==> src/rtl/lsu_mem_bridge_if.sv <==
// Core-side load/store request and data-memory port signals of the LSU bridge.
// The bridge takes the slave modport; the core/memory environment takes the master.
interface lsu_mem_bridge_if #(
    parameter int unsigned ADDR_W = 8
);
    logic              lsu_req;
    logic              lsu_we;
    logic [2:0]        lsu_funct3;
    logic [31:0]       lsu_addr;
    logic [31:0]       lsu_wdata;
    logic [31:0]       lsu_rdata;
    logic              lsu_done;
    logic              lsu_err;
    logic              lsu_busy;
    logic              mem_request;
    logic              mem_w_en;
    logic [ADDR_W-1:0] mem_address;
    logic [31:0]       mem_write_data;
    logic [3:0]        mem_masking;
    logic [31:0]       mem_read_data;
    logic              mem_valid;

    modport slave (
        input  lsu_req, lsu_we, lsu_funct3, lsu_addr, lsu_wdata,
        input  mem_read_data, mem_valid,
        output lsu_rdata, lsu_done, lsu_err, lsu_busy,
        output mem_request, mem_w_en, mem_address, mem_write_data, mem_masking
    );

    modport master (
        output lsu_req, lsu_we, lsu_funct3, lsu_addr, lsu_wdata,
        output mem_read_data, mem_valid,
        input  lsu_rdata, lsu_done, lsu_err, lsu_busy,
        input  mem_request, mem_w_en, mem_address, mem_write_data, mem_masking
    );
endinterface

==> src/rtl/lsu_mem_bridge.sv <==
// RV32I load/store unit: validates one access, drives the ram_top request/valid
// handshake and returns extended load data with a one-cycle done pulse.
module lsu_mem_bridge #(
    parameter int unsigned ADDR_W      = 8,
    parameter int unsigned TIMEOUT_CYC = 64
) (
    input  logic                  clk,
    input  logic                  rst,
    lsu_mem_bridge_if.slave       bus
);
    localparam int unsigned CNT_W = (TIMEOUT_CYC > 2) ? $clog2(TIMEOUT_CYC) : 1;

    typedef enum logic [1:0] {IDLE, ACCESS, RESP} state_t;

    state_t            state_q, state_d;
    logic [CNT_W-1:0]  cnt_q, cnt_d;
    logic [2:0]        f3_q, f3_d;
    logic [1:0]        off_q, off_d;
    logic              req_q, req_d;
    logic              we_q, we_d;
    logic [ADDR_W-1:0] addr_q, addr_d;
    logic [3:0]        mask_q, mask_d;
    logic [31:0]       wdata_q, wdata_d;
    logic [31:0]       rdata_q, rdata_d;
    logic              done_q, done_d;
    logic              err_q, err_d;
    logic              busy_q, busy_d;

    logic              legal_c;
    logic              aligned_c;
    logic              unused_addr_hi;

    assign unused_addr_hi = ^bus.lsu_addr[31:ADDR_W+2];

    // Byte/half/word selection and extension of the returned memory word.
    function automatic logic [31:0] load_extend(input logic [2:0]  f3,
                                                input logic [1:0]  off,
                                                input logic [31:0] word);
        logic [7:0]  b;
        logic [15:0] h;
        logic [31:0] r;
        case (off)
            2'd0:    b = word[7:0];
            2'd1:    b = word[15:8];
            2'd2:    b = word[23:16];
            default: b = word[31:24];
        endcase
        h = off[1] ? word[31:16] : word[15:0];
        case (f3[1:0])
            2'b00:   r = f3[2] ? {24'd0, b} : {{24{b[7]}}, b};
            2'b01:   r = f3[2] ? {16'd0, h} : {{16{h[15]}}, h};
            default: r = word;
        endcase
        return r;
    endfunction

    // funct3 legality and natural alignment of the incoming request.
    always_comb begin
        if (bus.lsu_we) begin
            legal_c = !bus.lsu_funct3[2] && (bus.lsu_funct3[1:0] != 2'b11);
        end else begin
            legal_c = (bus.lsu_funct3[1:0] != 2'b11) && !(bus.lsu_funct3[2] && bus.lsu_funct3[1]);
        end
        case (bus.lsu_funct3[1:0])
            2'b01:   aligned_c = !bus.lsu_addr[0];
            2'b10:   aligned_c = (bus.lsu_addr[1:0] == 2'b00);
            default: aligned_c = 1'b1;
        endcase
    end

    // Next-state and registered-output logic.
    always_comb begin
        state_d = state_q;
        cnt_d   = cnt_q;
        f3_d    = f3_q;
        off_d   = off_q;
        req_d   = req_q;
        we_d    = we_q;
        addr_d  = addr_q;
        mask_d  = mask_q;
        wdata_d = wdata_q;
        rdata_d = rdata_q;
        done_d  = 1'b0;
        err_d   = 1'b0;
        busy_d  = busy_q;

        case (state_q)
            IDLE: begin
                rdata_d = 32'd0;
                if (bus.lsu_req) begin
                    f3_d   = bus.lsu_funct3;
                    off_d  = bus.lsu_addr[1:0];
                    cnt_d  = '0;
                    busy_d = 1'b1;
                    if (legal_c && aligned_c) begin
                        state_d = ACCESS;
                        req_d   = 1'b1;
                        we_d    = bus.lsu_we;
                        addr_d  = bus.lsu_addr[ADDR_W+1:2];
                        if (bus.lsu_we) begin
                            case (bus.lsu_funct3[1:0])
                                2'b00: begin
                                    mask_d  = 4'b0001 << bus.lsu_addr[1:0];
                                    wdata_d = {4{bus.lsu_wdata[7:0]}};
                                end
                                2'b01: begin
                                    mask_d  = bus.lsu_addr[1] ? 4'b1100 : 4'b0011;
                                    wdata_d = {2{bus.lsu_wdata[15:0]}};
                                end
                                default: begin
                                    mask_d  = 4'b1111;
                                    wdata_d = bus.lsu_wdata;
                                end
                            endcase
                        end else begin
                            mask_d  = 4'b0000;
                            wdata_d = 32'd0;
                        end
                    end else begin
                        state_d = RESP;
                        done_d  = 1'b1;
                        err_d   = 1'b1;
                    end
                end
            end
            ACCESS: begin
                if (bus.mem_valid || (cnt_q == CNT_W'(TIMEOUT_CYC - 1))) begin
                    state_d = RESP;
                    done_d  = 1'b1;
                    err_d   = !bus.mem_valid;
                    rdata_d = (bus.mem_valid && !we_q) ? load_extend(f3_q, off_q, bus.mem_read_data)
                                                       : 32'd0;
                    req_d   = 1'b0;
                    we_d    = 1'b0;
                    addr_d  = '0;
                    mask_d  = 4'b0000;
                    wdata_d = 32'd0;
                end else begin
                    cnt_d = cnt_q + CNT_W'(1);
                end
            end
            RESP: begin
                state_d = IDLE;
                busy_d  = 1'b0;
                rdata_d = 32'd0;
            end
            default: begin
                state_d = IDLE;
                busy_d  = 1'b0;
                req_d   = 1'b0;
            end
        endcase
    end

    always_ff @(posedge clk or posedge rst) begin
        if (rst) begin
            state_q <= IDLE;
            cnt_q   <= '0;
            f3_q    <= 3'd0;
            off_q   <= 2'd0;
            req_q   <= 1'b0;
            we_q    <= 1'b0;
            addr_q  <= '0;
            mask_q  <= 4'd0;
            wdata_q <= 32'd0;
            rdata_q <= 32'd0;
            done_q  <= 1'b0;
            err_q   <= 1'b0;
            busy_q  <= 1'b0;
        end else begin
            state_q <= state_d;
            cnt_q   <= cnt_d;
            f3_q    <= f3_d;
            off_q   <= off_d;
            req_q   <= req_d;
            we_q    <= we_d;
            addr_q  <= addr_d;
            mask_q  <= mask_d;
            wdata_q <= wdata_d;
            rdata_q <= rdata_d;
            done_q  <= done_d;
            err_q   <= err_d;
            busy_q  <= busy_d;
        end
    end

    assign bus.lsu_rdata      = rdata_q;
    assign bus.lsu_done       = done_q;
    assign bus.lsu_err        = err_q;
    assign bus.lsu_busy       = busy_q;
    assign bus.mem_request    = req_q;
    assign bus.mem_w_en       = we_q;
    assign bus.mem_address    = addr_q;
    assign bus.mem_write_data = wdata_q;
    assign bus.mem_masking    = mask_q;
endmodule

==> src/flat_wrapper.sv <==
// flat-port wrapper written by rule: the top's interface ports become plain ports
module lsu_mem_bridge_flat 
#(
    parameter int unsigned ADDR_W      = 8,
    parameter int unsigned TIMEOUT_CYC = 64
)
  (clk, rst, bus_lsu_req, bus_lsu_we, bus_lsu_funct3, bus_lsu_addr, bus_lsu_wdata, bus_mem_read_data, bus_mem_valid, bus_lsu_rdata, bus_lsu_done, bus_lsu_err, bus_lsu_busy, bus_mem_request, bus_mem_w_en, bus_mem_address, bus_mem_write_data, bus_mem_masking);
  lsu_mem_bridge_if #(.ADDR_W(ADDR_W)) bus_i ();
  input  logic clk;
  input  logic rst;
  input wire logic [$bits(bus_i.lsu_req)-1:0] bus_lsu_req;
  input wire logic [$bits(bus_i.lsu_we)-1:0] bus_lsu_we;
  input wire logic [$bits(bus_i.lsu_funct3)-1:0] bus_lsu_funct3;
  input wire logic [$bits(bus_i.lsu_addr)-1:0] bus_lsu_addr;
  input wire logic [$bits(bus_i.lsu_wdata)-1:0] bus_lsu_wdata;
  input wire logic [$bits(bus_i.mem_read_data)-1:0] bus_mem_read_data;
  input wire logic [$bits(bus_i.mem_valid)-1:0] bus_mem_valid;
  output wire logic [$bits(bus_i.lsu_rdata)-1:0] bus_lsu_rdata;
  output wire logic [$bits(bus_i.lsu_done)-1:0] bus_lsu_done;
  output wire logic [$bits(bus_i.lsu_err)-1:0] bus_lsu_err;
  output wire logic [$bits(bus_i.lsu_busy)-1:0] bus_lsu_busy;
  output wire logic [$bits(bus_i.mem_request)-1:0] bus_mem_request;
  output wire logic [$bits(bus_i.mem_w_en)-1:0] bus_mem_w_en;
  output wire logic [$bits(bus_i.mem_address)-1:0] bus_mem_address;
  output wire logic [$bits(bus_i.mem_write_data)-1:0] bus_mem_write_data;
  output wire logic [$bits(bus_i.mem_masking)-1:0] bus_mem_masking;
  assign bus_i.lsu_req = bus_lsu_req;
  assign bus_i.lsu_we = bus_lsu_we;
  assign bus_i.lsu_funct3 = bus_lsu_funct3;
  assign bus_i.lsu_addr = bus_lsu_addr;
  assign bus_i.lsu_wdata = bus_lsu_wdata;
  assign bus_i.mem_read_data = bus_mem_read_data;
  assign bus_i.mem_valid = bus_mem_valid;
  assign bus_lsu_rdata = bus_i.lsu_rdata;
  assign bus_lsu_done = bus_i.lsu_done;
  assign bus_lsu_err = bus_i.lsu_err;
  assign bus_lsu_busy = bus_i.lsu_busy;
  assign bus_mem_request = bus_i.mem_request;
  assign bus_mem_w_en = bus_i.mem_w_en;
  assign bus_mem_address = bus_i.mem_address;
  assign bus_mem_write_data = bus_i.mem_write_data;
  assign bus_mem_masking = bus_i.mem_masking;
  lsu_mem_bridge #(.ADDR_W(ADDR_W), .TIMEOUT_CYC(TIMEOUT_CYC)) u_core (.clk(clk), .rst(rst), .bus(bus_i));
endmodule
==> config.mk <==
export PLATFORM = sky130hd
export DESIGN_NAME = lsu_mem_bridge_flat
export DESIGN_NICKNAME = d
export VERILOG_FILES = /design/src/rtl/lsu_mem_bridge_if.sv /design/src/rtl/lsu_mem_bridge.sv /design/src/flat_wrapper.sv
export SDC_FILE = /design/constraint.sdc
export NUM_CORES = 1
export LEC_CHECK = 0
export CORE_ASPECT_RATIO = 1.1
export CORE_MARGIN = 4
export CORE_UTILIZATION = 44
export CTS_CLUSTER_DIAMETER = 60
export DETAILED_ROUTE_END_ITERATION = 10
export PLACE_DENSITY = 0.81
export SLEW_MARGIN = 5
export SYNTH_ARGS = -nofsm -noshare
export SYNTH_HDL_FRONTEND = slang
export SYNTH_SLANG_ARGS = --single-unit
export TNS_END_PERCENT = 10
==> constraint.sdc <==
create_clock -name clk -period 3.7 [get_ports clk]
set_clock_uncertainty 0.1 [all_clocks]
set_input_delay 0.555 -clock clk [delete_from_list [all_inputs] [get_ports clk]]
set_output_delay 0.555 -clock clk [all_outputs]
set_load 0.02 [all_outputs]
==> flow_metrics.tcl, run 1 <==
set metrics [dict create \
    grt_pass1_vias 4194 \
    finalCritPeriodShare 0.733 \
    start_util 0.457 \
    diodes 0 \
    drive_gt1_frac 0.0786 \
    crit_path_start "bus_lsu_funct3[1]" \
    routed_wl_mm 13.8 \
    setup_violations 0 \
    dr.first_iter.drc_count 250 \
    worst-slew-pin-transition_ns 0.964 \
    yosys_warnings 0 \
    rsz0062_at_grt "no" \
    end_kind "register" \
    chipHeight_um 115 \
    ys_ff_latch 94 \
    num_io_pins 185 \
    cts_resized 0 \
    setup_tns_ns 0 \
    grt_usage 0.224 \
    swShare 0.341 \
    tritoncts "yes" \
    combPwrFrac 0.354 \
    port_buffers 162 \
    clock_power_share 0.227 \
    postSynthAreaPerCell_sq_um 11.3 \
    synth_nets 513 \
    place_hpwl_mm 10.0 \
    die_w_um 105 \
    worstPathRequired_ns 3.87 \
    clk_latency_ns 0.38 \
    intPower_w 0.00214 \
    synth_cell_type_count 56 \
    max_freq_ghz 0.369 \
    row_count 38 \
    grt_max_degree 58 \
    via_per_inst 6.00 \
    powerDensity_nw_per_um2 497 \
    worstHoldStart "u_core.bus.lsu_rdata[7]" \
    hold_class "register to register" \
    crit_path_max_fanout 45 \
    p_sw_w 0.00111 \
    post_cts_buffers 0 \
    criticalPathCategory "input pin to register" \
    overflow 0 \
    synth-seq-area-share 0.514 \
    die_area_sq_um 12100 \
    synth_area_sq_um 4580 \
    worst-endpoint-arrival_ns 2.88 \
    grt_pass1_wl_mm 21.5 \
    synth_flop_cell "dfrtp_1" \
    remaining_drc_errors 0 \
    path_clk_slew_ns 0.09 \
    core_area_sq_um 10000 \
    slew_violations 0 \
    antenna_found_initial 0 \
    dpl_worst_slack_ns 0.600 \
    pwr-share-seq 0.419 \
    wl_per_cell_um 19.8 \
    layout.nets 665 \
    holdWs_ns 0.385 \
    regToRegStartpoint "u_core.off_q[1]" \
    cts_root_buf "clkbuf_8" \
    h-tree-depth 3 \
    ctsHoldBuffers 0 \
    critPathLaunchType "input pin" \
    antenna_left 0 \
    hold_violations 0 \
    status "complete, no violations" \
    synth_edf_count 0 \
    postSynth.asyncResetShare 1.00 \
    route.vias.total 4198 \
    cts.sinks 94 \
    setup_slack_ns 0.988 \
    cts_buffers 9 \
    drt_pre_antenna_iters 5 \
    relSlewSlack 0.358 \
    p_leak_nw 2.84 \
    period_minus_slack_ns 2.71 \
    ir_worst_vdd_mv 0.307 \
    area_delta_synth_final_pct 42.8 \
    place.gp.congestion 0.933 \
    power_w 0.00325 \
    syn-instance-count 404 \
    max-cap-violations 0 \
    cts.path.max_buffers 2 \
]
==> critical path, stage by stage <==
cell             delay [ns]
clkdlybuf4s50_1        0.57
inv_1                  0.11
ha_1                   0.29
a21o_1                 0.19
a211o_1                0.37
a2bb2oi_4              0.17
buf_4                  0.29
a22o_1                 0.29
==> worst paths after layout <==
path	end	slack (ns)	cells past startpoint
min in group asynchronous	u_core.bus.mem_address[5]	0.47	2
max	u_core.bus.mem_write_data[3]	0.99	8
min	u_core.bus.lsu_rdata[7]	0.38	1
max in group asynchronous	u_core.bus.lsu_rdata[3]	2.31	3
max reg2reg	u_core.bus.lsu_rdata[25]	1.04	4
min reg2reg	u_core.bus.lsu_rdata[7]	0.38	1
==> layer usage <==
metal | vias up | routed length [um] | global-route usage
met5 | - | 0 | 0
met4 | 0 | 406 | 0.0866
li1 | 1853 | - | -
met1 | 2069 | 5550 | 0.276
met3 | 37 | 1450 | 0.0837
met2 | 239 | 6430 | 0.360
==> cell families after synthesis <==
family                   share of synthesized area
adder cells (fa/ha/maj)                     0.0137
AO/OA/AOI/OAI                                0.290
flip-flops                                   0.514
buffers and inverters                       0.0481
multiplexers                                0.0500
AND/OR/NAND/NOR                             0.0833
XOR/XNOR                                   0.00191
==> cells in the mapped netlist, types with 8 or more instances <==
cell type / number / share of area
mux2i_1: 15 / 0.033
clkbuf_1: 11 / 0.0090
o31ai_1: 9 / 0.015
a22oi_1: 8 / 0.013
inv_1: 19 / 0.016
a22o_1: 35 / 0.067
a221o_2: 10 / 0.025
dfrtp_1: 94 / 0.51
a21oi_1: 27 / 0.030
buf_2: 11 / 0.012
o2bb2ai_1: 26 / 0.050
nor2_1: 12 / 0.0098
nand2_1: 28 / 0.023
==> state kept, by name, indices dropped and copies added, names as in the netlist <==
register,flops
u_core.cnt_q,6
u_core.bus.mem_request,1
u_core.bus.lsu_rdata,32
u_core.bus.lsu_busy,1
u_core.f3_q,3
u_core.bus.mem_write_data,32
u_core.bus.mem_w_en,1
u_core.off_q,2
u_core.bus.mem_address,8
u_core.bus.lsu_err,1
u_core.bus.mem_masking,4
u_core.state_q,2
u_core.bus.lsu_done,1
==> final cells by class <==
cell class | instances | area (sq um)
clock inverter | 4 | 72.6
inverter | 19 | 72.6
fill | 787 | 3490
sequential | 94 | 2350
clock buffer | 11 | 131
tap | 140 | 175
multi-input combinational | 262 | 2030
timing repair buffer | 170 | 1710
==> through the flow <==
stage          instance area (sq um)  utilization  instances
6_report                        6540        0.652        700
5_1_grt                         6540        0.652        700
4_1_cts                         6540        0.652        700
3_5_place_dp                    6340        0.632        685
3_3_place_gp                    6340        0.632        685
2_1_floorplan                   4580            -        404
==> power by group through the flow <==
stage          Combinational, W  Clock, W  Sequential [W]
3_5_place_dp            0.00115         0         0.00137
6_report                0.00115  0.000737         0.00136
4_1_cts                 0.00116  0.000745         0.00136
2_1_floorplan          0.000482         0         0.00150
3_3_place_gp            0.00113         0         0.00137
5_1_grt                 0.00122  0.000783         0.00139
==> cells in the final DEF, fill, tap and decap left out, drive strengths merged, types with 3 or more instances in the layout <==
cell type,n
a21o,4
a21oi,27
a221o,16
a22o,35
a22oi,9
a311oi,6
and3,3
buf,8
clkbuf,11
clkdlybuf4s50,162
dfrtp,94
ha,5
inv,18
mux2,4
mux2i,15
nand2,29
nand2b,4
nand3,5
nand3b,6
nor2,13
nor2b,4
o211ai,3
o21ai,7
o221ai,6
o22ai,3
o2bb2ai,26
o31ai,9
(Power assumes the default switching activity.)
==> run 2: changes to the inputs <==
CORE_UTILIZATION = 39   (was 44)
PLACE_DENSITY = 0.76   (was 0.81)
clock period = 2.4 ns   (was 3.7 ns; I/O delays follow)
==> run 2 against run 1 <==
Combinational power rose by 68%. Non-clock buffer count rose by 26. Power rose by 68%.
==> flow_metrics.tcl, run 2 (synthesis results as in run 1) <==
set metrics [dict create \
    via_per_inst 5.66 \
    routed_wl_mm 14.6 \
    grt_util_met3 0.0671 \
    core_area_sq_um 11500 \
    stdcell_area_sq_um 6950 \
    final_cell_mix "162 x clkdlybuf4s50_1, 94 x dfrtp_1, 35 x a22o_1" \
    post_cts_buffers 0 \
    wl_per_cell_um 19.8 \
    die_w_um 111 \
    cts_root_buf "clkbuf_16" \
    setup_violations 0 \
    crit_slowest_cell "o31ai_2" \
    dp.cells 721 \
    port_buffers 162 \
    row_count 41 \
    antenna_found_initial 0 \
    status "complete, no violations" \
    place.gp.congestion 0.881 \
    power_w 0.00547 \
    drt_pre_antenna_iters 5 \
    critPathTopFamily "compound AO/OA/AOI/OAI gates" \
    overflow 0 \
    worst-slew-pin-transition_ns 0.967 \
    crit_path_start "u_core.cnt_q[0]" \
    end_kind "register" \
    grt_usage 0.213 \
    path_cells "ha_1 -> nand2_1 -> o31ai_2 -> a2bb2oi_2 -> a22o_1" \
    cts_buffers 9 \
    ctsHoldBuffers 0 \
    n_fill_cell 975 \
    antenna_left 0 \
    max-cap-violations 0 \
    diodes 0 \
    regToRegStartpoint "u_core.cnt_q[0]" \
    hold_class "input pin to asynchronous set/reset pin" \
    rsz0062_at_grt "no" \
    die_area_sq_um 13500 \
    h-tree-depth 3 \
    cts.sinks 94 \
    drive_gt1_frac 0.134 \
    route.vias.total 4181 \
    layout.nets 693 \
    grt_use_met1 0.258 \
    chipHeight_um 122 \
    cts.path.max_buffers 2 \
    num_io_pins 185 \
    busiest_layer "met2" \
    hold_violations 0 \
    met2_usage 0.362 \
    relSlewSlack 0.356 \
    finalCritPeriodShare 0.961 \
    setup_slack_ns 0.0947 \
    p_leak_nw 3.03 \
    area_delta_synth_final_pct 51.8 \
    stdcell_count 739 \
    critPathLaunchType "register" \
    worst-endpoint-arrival_ns 2.45 \
    worstPathRequired_ns 2.54 \
    powerDensity_nw_per_um2 787 \
    criticalPathCategory "register to register" \
    crit_buf_inv 0 \
    start_util 0.399 \
    period_minus_slack_ns 2.31 \
    max_freq_ghz 0.434 \
    slew_violations 0 \
    place_hpwl_mm 10.7 \
    path_clk_slew_ns 0.07 \
    grt_max_degree 38 \
    dpl_worst_slack_ns -0.572 \
    clk_latency_ns 0.34 \
    tritoncts "yes" \
    grt_pass1_vias 4338 \
    placed_area_sq_um 6590 \
    crit_path_max_fanout 11 \
    final_common_cell "clkdlybuf4s50_1" \
    grt_pass1_wl_mm 22.8 \
    critPathMaxStageDelay_ns 0.65 \
    remaining_drc_errors 0 \
    dr.first_iter.drc_count 249 \
    ir_worst_vdd_mv 0.449 \
]
## run 2: cell types whose count changed in the layout (fill, tap and decap cells not counted), sizes merged
cell	change
clkinvlp	+3
bufinv	-1
a2bb2oi	+2
inv	+1
buf	+26
clkbuf	-2
## run 2: path summary, 6_finish.rpt
kind / slack, ns / end / depth (start not counted)
worst min-delay path: 0.31 / u_core.bus.mem_write_data[25] / 2
worst max-delay path: 0.09 / u_core.bus.mem_write_data[3] / 5
worst min register to register: 0.38 / u_core.bus.lsu_rdata[4] / 2
max in group asynchronous: 1.35 / u_core.bus.mem_address[5] / 3
worst max register to register: 0.09 / u_core.bus.mem_write_data[3] / 5
min in group clk: 0.38 / u_core.bus.lsu_rdata[4] / 2
## run 2: worst reg2reg max path: stages (launching register included)
cell,delay (ns)
dfrtp_1,0.41
ha_1,0.23
nand2_1,0.12
o31ai_2,0.65
a2bb2oi_2,0.38
a22o_1,0.32
## run 2: routing by layer
layer	up-vias	share of wire
li1	1922	-
met1	2052	0.41
met2	191	0.49
met3	16	0.083
met4	0	0.018
met5	-	0
## run 2: power by group
part,total (W),switching [W],internal [W]
logic,0.00193,0.000976,0.000956
registers,0.00206,0.000219,0.00184
clock network,0.00147,0.000651,0.000822
total,0.00547,0.00185,0.00362
## run 2: cell type report
cell class	instances	area, sq um	area share
well taps	150	188	0.0270
clock inverters	7	82.6	0.0119
repair buffers	196	1940	0.279
inverters	19	78.8	0.0113
flip-flops and latches	94	2350	0.338
multi-input cells	264	2090	0.300
clock buffers	9	225	0.0324
## run 2: repair_timing
item / CTS / global route
setup endpoints to repair: 45 / 18
gates cloned: 1 / 1
gates resized for setup: 3 / 3
## run 2: stage by stage
step / hold WS (ns) / TNS [ns] / util
finish: 0.305 / 0 / 0.605
global placement: 0.359 / -21.05 / 0.573
CTS: 0.314 / 0 / 0.603
detailed placement: 0.366 / -24.77 / 0.573
global route: 0.339 / 0 / 0.605
floorplan: 0.365 / 0 / -
